==> src/rtl/riscv_pkg.sv <==
// Shared core constants and the second-level carry-lookahead helper used by
// the datapath adder.
package riscv_pkg;

  localparam int XLEN       = 32;
  localparam int CLA_GROUP  = 4;
  localparam int CLA_GROUPS = XLEN / CLA_GROUP;

  // Each group carry is an independent sum-of-products over the group G/P
  // terms and the carry-in, so no carry waits on a neighbouring group carry.
  function automatic logic [CLA_GROUPS-1:0] group_carries(
    input logic [CLA_GROUPS-1:0] g,
    input logic [CLA_GROUPS-1:0] p,
    input logic                  cin
  );
    logic [CLA_GROUPS-1:0] c;
    logic                  term;
    c = '0;
    for (int k = 0; k < CLA_GROUPS; k++) begin
      term = cin;
      for (int m = 0; m < k; m++) term = term & p[m];
      c[k] = term;
      for (int j = 0; j < k; j++) begin
        term = g[j];
        for (int m = j + 1; m < k; m++) term = term & p[m];
        c[k] = c[k] | term;
      end
    end
    return c;
  endfunction

endpackage

==> src/rtl/cla4.sv <==
// 4-bit carry-lookahead block: produces the group sum plus group
// generate/propagate for the second-level lookahead unit.
module cla4
  import riscv_pkg::*;
(
  input  logic [CLA_GROUP-1:0] a,
  input  logic [CLA_GROUP-1:0] b,
  input  logic                 cin,
  output logic [CLA_GROUP-1:0] sum,
  output logic                 G,
  output logic                 P
);

  logic [CLA_GROUP-1:0] g;
  logic [CLA_GROUP-1:0] p;
  logic [CLA_GROUP-1:0] c;

  assign g = a & b;
  assign p = a ^ b;

  assign c[0] = cin;
  assign c[1] = g[0] | (p[0] & cin);
  assign c[2] = g[1] | (p[1] & g[0]) | (p[1] & p[0] & cin);
  assign c[3] = g[2] | (p[2] & g[1]) | (p[2] & p[1] & g[0])
              | (p[2] & p[1] & p[0] & cin);

  assign G = g[3] | (p[3] & g[2]) | (p[3] & p[2] & g[1])
           | (p[3] & p[2] & p[1] & g[0]);
  assign P = &p;

  assign sum = p ^ c;

endmodule

==> src/rtl/adder32.sv <==
// 32-bit two-level carry-lookahead adder with carry-in/out; sum and carry
// are registered once, giving one cycle of latency at full throughput.
module adder32
  import riscv_pkg::*;
(
  input  logic            clk,
  input  logic            rst,
  input  logic            carryin,
  input  logic [XLEN-1:0] X,
  input  logic [XLEN-1:0] Y,
  output logic [XLEN-1:0] S,
  output logic            carryout
);

  logic [CLA_GROUPS-1:0] grp_g;
  logic [CLA_GROUPS-1:0] grp_p;
  logic [CLA_GROUPS-1:0] grp_c;
  logic [XLEN-1:0]       sum;

  logic [XLEN-1:0]       s_d, s_q;
  logic                  carryout_d, carryout_q;

  assign grp_c = group_carries(grp_g, grp_p, carryin);

  for (genvar i = 0; i < CLA_GROUPS; i++) begin : g_cla
    cla4 u_cla4 (
      .a   (X[i*CLA_GROUP +: CLA_GROUP]),
      .b   (Y[i*CLA_GROUP +: CLA_GROUP]),
      .cin (grp_c[i]),
      .sum (sum[i*CLA_GROUP +: CLA_GROUP]),
      .G   (grp_g[i]),
      .P   (grp_p[i])
    );
  end

  always_comb begin
    // NOTE: every always_comb output gets a value on every path, or a latch is inferred.
    s_d        = sum;
    carryout_d = grp_g[CLA_GROUPS-1]
               | (grp_p[CLA_GROUPS-1] & grp_c[CLA_GROUPS-1]);
  end

  // Reset is synchronous and overrides the operand capture on the same edge.
  always_ff @(posedge clk) begin
    // NOTE: non-blocking assignments for flops so all registers update together.
    if (rst) begin
      s_q        <= '0;
      carryout_q <= 1'b0;
    end else begin
      s_q        <= s_d;
      carryout_q <= carryout_d;
    end
  end

  assign S        = s_q;
  assign carryout = carryout_q;

endmodule

==> config.mk <==
export PLATFORM = sky130hd
export DESIGN_NAME = adder32
export DESIGN_NICKNAME = d
export VERILOG_FILES = /design/src/rtl/riscv_pkg.sv /design/src/rtl/cla4.sv /design/src/rtl/adder32.sv
export SDC_FILE = /design/constraint.sdc
export NUM_CORES = 1
export LEC_CHECK = 0
export ABC_AREA = 1
export CAP_MARGIN = 20
export CORE_MARGIN = 2
export CORE_UTILIZATION = 30
export CTS_CLUSTER_DIAMETER = 80
export DETAILED_ROUTE_END_ITERATION = 6
export GPL_ROUTABILITY_DRIVEN = 0
export MAX_ROUTING_LAYER = met4
export PLACE_DENSITY = 0.65
export RECOVER_POWER = 50
export SLEW_MARGIN = 30
export SYNTH_ARGS = -nofsm -noshare
export SYNTH_HDL_FRONTEND = slang
export SYNTH_SLANG_ARGS = --single-unit
==> constraint.sdc <==
create_clock -name clk -period 3.5 [get_ports clk]
set_input_delay 0.525 -clock clk [delete_from_list [all_inputs] [get_ports clk]]
set_output_delay 0.525 -clock clk [all_outputs]
set_load 0.02 [all_outputs]
; Word-level counts from Yosys, hierarchy flattened
; Cells that the tools add are included.
[word_totals]
out_inout_bits = 33
wordCells = 276
rom_bits = 0
ram_bits = 0
latch_bits = 0
n_memories = 0
ff_bits = 33
[op_classes]
multipliers = 0
div = 0
n_mux = 0
n_shift = 0
eq_ne = 0
n_lt_le_gt_ge = 0
add_sub_neg = 0
reduce_logical = 8
bitwise_logic = 266
[op_table]
columns = op, count
row1 = $and A1 B1 Y1, 141
row2 = $or A1 B1 Y1, 101
row3 = $xor A4 B4 Y4, 16
row4 = $and A4 B4 Y4, 8
row5 = $reduce_and A4 Y1, 8

; Logic depth before layout (Yosys ltp)
[logic_depth]
ltp_word = 21
depth_mapped = 17
depth_no_buf = 17

; By module
; Synthesis repeated with hierarchy kept, for this count alone.
[unflattened]
cells_unflattened = 385
area_unflattened_um2 = 2627.5
[modules_own_cells]
columns = mod, n_inst, seq_area_each_um2, cells_each, area_per_inst_um2
row1 = cla4, 8, 0.0, 31, 190.2
row2 = adder32, 1, 660.6, 137, 1106.1

; Worst setup path before layout
; OpenSTA, ideal clock, no wires.
[synth_path]
path_type = input to register
start = input port X[13]
end = register s_q[29], in the netlist S[29]
path_stages = 13
setup_slack_ns = 1.030
path_buffers = 0
t_arrival_ns = 2.343
t_required_ns = 3.372
cell_sequence = ha_1 > a21oi_1 > inv_1 > a21o_1 > a21oi_4 > nor2_1 > nand2_1 > nor2_1 > nor2_1 > nand4_2 > fa_1 > xnor2_1 > nor2_1
[synth_between]
elab_chain_len = 16
[synth_lines]
columns = element, line_no
row1 = start: declaration, adder32.sv:9  ; input logic [XLEN-1:0] X,
row2 = $xor A4 B4 Y4, cla4.sv:19  ; assign p = a ^ b;
row3 = $reduce_and A4 Y1, cla4.sv:29  ; assign P = &p;
row4 = $and A1 B1 Y1 (on tied branches) (4 in series), "riscv_pkg.sv:21, riscv_pkg.sv:25"
row5 = $or A1 B1 Y1 (3 in series), riscv_pkg.sv:26  ; c[k] = c[k] | term;
row6 = $or A1 B1 Y1 * (4 in series), riscv_pkg.sv:26
row7 = $and A1 B1 Y1 *, cla4.sv:22  ; assign c[1] = g[0] | (p[0] & cin);
row8 = $or A1 B1 Y1 *, cla4.sv:22
row9 = $xor A4 B4 Y4 *, cla4.sv:31  ; assign sum = p ^ c;
row10 = end signal: assignment, adder32.sv:47  ; s_q <= '0;
row11 = end signal: assignment, adder32.sv:50  ; s_q <= s_d;
row12 = end: declaration, adder32.sv:20  ; logic [XLEN-1:0] s_d, s_q;
; Mark *: on every way between the ends. The rest lies on a longest branch, timed or not.
; A chain may end at the register's enable or synchronous reset.

; Worst setup path in the final report
; Ends and elaborated chain as after synthesis.

==> results.tsv <==
metric	value	unit
first-pass GRT wire length	9650	um
DR pass1 iterations	4	
Max FO, Critical Path	5	
via-per-instance ratio	4.54	
outcome	finished clean	
Post-synth EDFFs	0	
post-route ant nets	0	
Avg Cell Area, Syn	7.76	um^2
CTS tree	built	
met1 Use GR	17.1	%
Req. time, crit path	3660	ps
Power Dens Cells	339	nW/um^2
cells along the critical path	clkdlybuf4s50_1 -> ha_1 -> a21oi_1 -> inv_1 -> a21o_1 -> a21oi_4 -> nor2_1 -> nand2_1 -> nor2_1 -> nor2_1 -> nand4_2 -> fa_1 -> xnor2_1 -> nor2_1	
CP Capture Type	flop	
Worst Max-Slew Pin Slew	655	ps
warnings from Yosys	0	
final net count	521	
Die Y-Extent	93.5	um
TNS Setup	0	ps
Period minus WS final	2800	ps
routed wire length per instance	11.5	um
CTS max path bufs	2	
DRC violations left	0	
hold buffers post-CTS	0	
Max rail drop VDD	0.117	mV
Unique masters post-synth	33	
initial antenna violation count	0	
sequential share of the synthesized area	27.5	%
clk root buf	clkbuf_8	
post-synth top area cell	dfxtp_1	
ANT cells	0	
# port buffers	99	
total congestion overflow	0	
Core Rows	32	
CP Class	in2reg	
Netlist Area Pre-Place	2400	um^2
Worst path most repeated cell	nor2_1	
buffer and inverter count on the worst path	2	
Via Count	2342	
top-area cell type share of the netlist area	27.5	%
Net Count, Synth	417	
vias in the first global route	2254	
final setup margin	704	ps
Die ar.	8750	um^2
GRT Overall Usage	14.1	%
CP delay by family, top	adder cells	
die width	93.5	um
share of cells above drive strength 1	7.00	%
Leakage	0.00169	uW
Core Box Area	7730	um^2
gate count of the mapped netlist	310	
fin crit share	79.9	%
xor/xnor share of the synthesized area	2.91	%
Hold Violations, Final	0	
unrepaired setup endpoints after global routing	false	
top_reg_cell synth	dfxtp_1	
mux contribution to synthesized area	0	%
crit path DAT	2960	ps
Max Slew Vio Count	0	
GR peak layer	met2	
largest family of logic cells by synthesized area	simple AND/OR/NAND/NOR gates	
fill cell count	743	
CTS Buf Count	5	
largest net degree at the start of global routing	22	
Iteration-0 DRC Markers	63	
synthesized flop and latch total	33	
Initial Util	31.1	%
met2 usage	23.2	%
GRT met3 Usage	3.55	%
final setup fails	0	
Slowest-stage cell, CP	fa_1	
postcts setup bufs	0	
Slew headroom	56.0	%
Hold Path Class	in2reg	
slowest cell delay on critical path	430	ps
clock slew at reported path FFs	70	ps
IO Pins	100	
H-tree levels	2	
DRT Wirelength	5920	um
complex-gate fraction of the synthesized area	12.0	%
post-synthesis async set-or-reset flop share	0	%
area delta synth->final	49.4	%
TritonCTS sink count	33	
Pwr Total	1220	uW
post-layout util	46.5	%
Synth Area in Simple Gates	26.3	%
Post-Place Worst Slack	399	ps
hpwl dp	4830	um
post_cts resized	0	
most frequent cells in the layout	clkdlybuf4s50_1, nor2_1, inv_1	
Worst setup SP type	input pin	
largest cells by area after synthesis	dfxtp_1, ha_1, nor2_1, fa_1, inv_1	
# Max-Cap Violations	0	
Post-Synth Adder-Cell Area	23.3	%
most common cell after layout, fill and taps aside	clkdlybuf4s50_1	
fmax	358	MHz
-- path summary, 6_finish.rpt --
check | from | endpoint | slack, ps | depth (start not counted)
setup / recovery | X[13] | S[29]$_SDFF_PP0_ | 700 | 14
hold / removal | rst | S[16]$_SDFF_PP0_ | 1000 | 3
-- where the power goes --
group / total [uW] / internal [uW] / switching [uW]
sequential: 434 / 423 / 10.1
combinational: 494 / 235 / 259
clock: 291 / 156 / 135
-- flip-flops by register name (all words and copies together) (netlist names) --
signal,flops
S,32
carryout,1
-- area by class of cell --
type                       instances  area, um^2  share of cell area [%]
timing repair buffer             101        1010                    28.0
multi-input combinational        230        1550                    43.2
sequential                        33         661                    18.4
tap                              102         128                    3.55
clock buffer                       7        86.3                    2.40
inverter                          43         161                    4.49
-- synthesized netlist by cell type (2+ instances only) --
cell type,count
inv_1,42
dfxtp_1,33
a21o_1,3
o21ai_0,13
fa_1,8
clkbuf_1,2
nor2_1,49
nand2_2,11
xnor2_1,7
ha_1,32
a21oi_1,23
nand2_1,37
nand3_2,2
nand4_1,6
nor3_1,6
nand3_1,19
-- kinds of logic (layout without fill, tap and decap cells) --
kind of cell    after synthesis  after routing
fa+ha+maj                    40             40
xor+xnor                      8              8
buf+inv                      47            151
compound gates               46             46
flops                        33             33
simple gates                136            136
-- layer usage --
metal / wire [um] / part of all wire [%]
met1: 2630 / 45
met2: 2800 / 47
met3: 440 / 7.4
met4: 40 / 0.68
met5: 0 / 0
-- metrics by stage --
step                instances  hold slack, ps  instance area [um^2]
floorplan                 310             709                  2400
global placement          509            1280                  3510
detailed placement        509            1310                  3510
CTS                       516            1010                  3590
global route              516            1020                  3590
finish                    516            1000                  3590
-- tightest hold or removal path: stages --
cell,delay [ps]
clkdlybuf4s50_1,390
buf_4,220
nor2_1,110
Note: power is estimated with default switching activity, not from simulation.
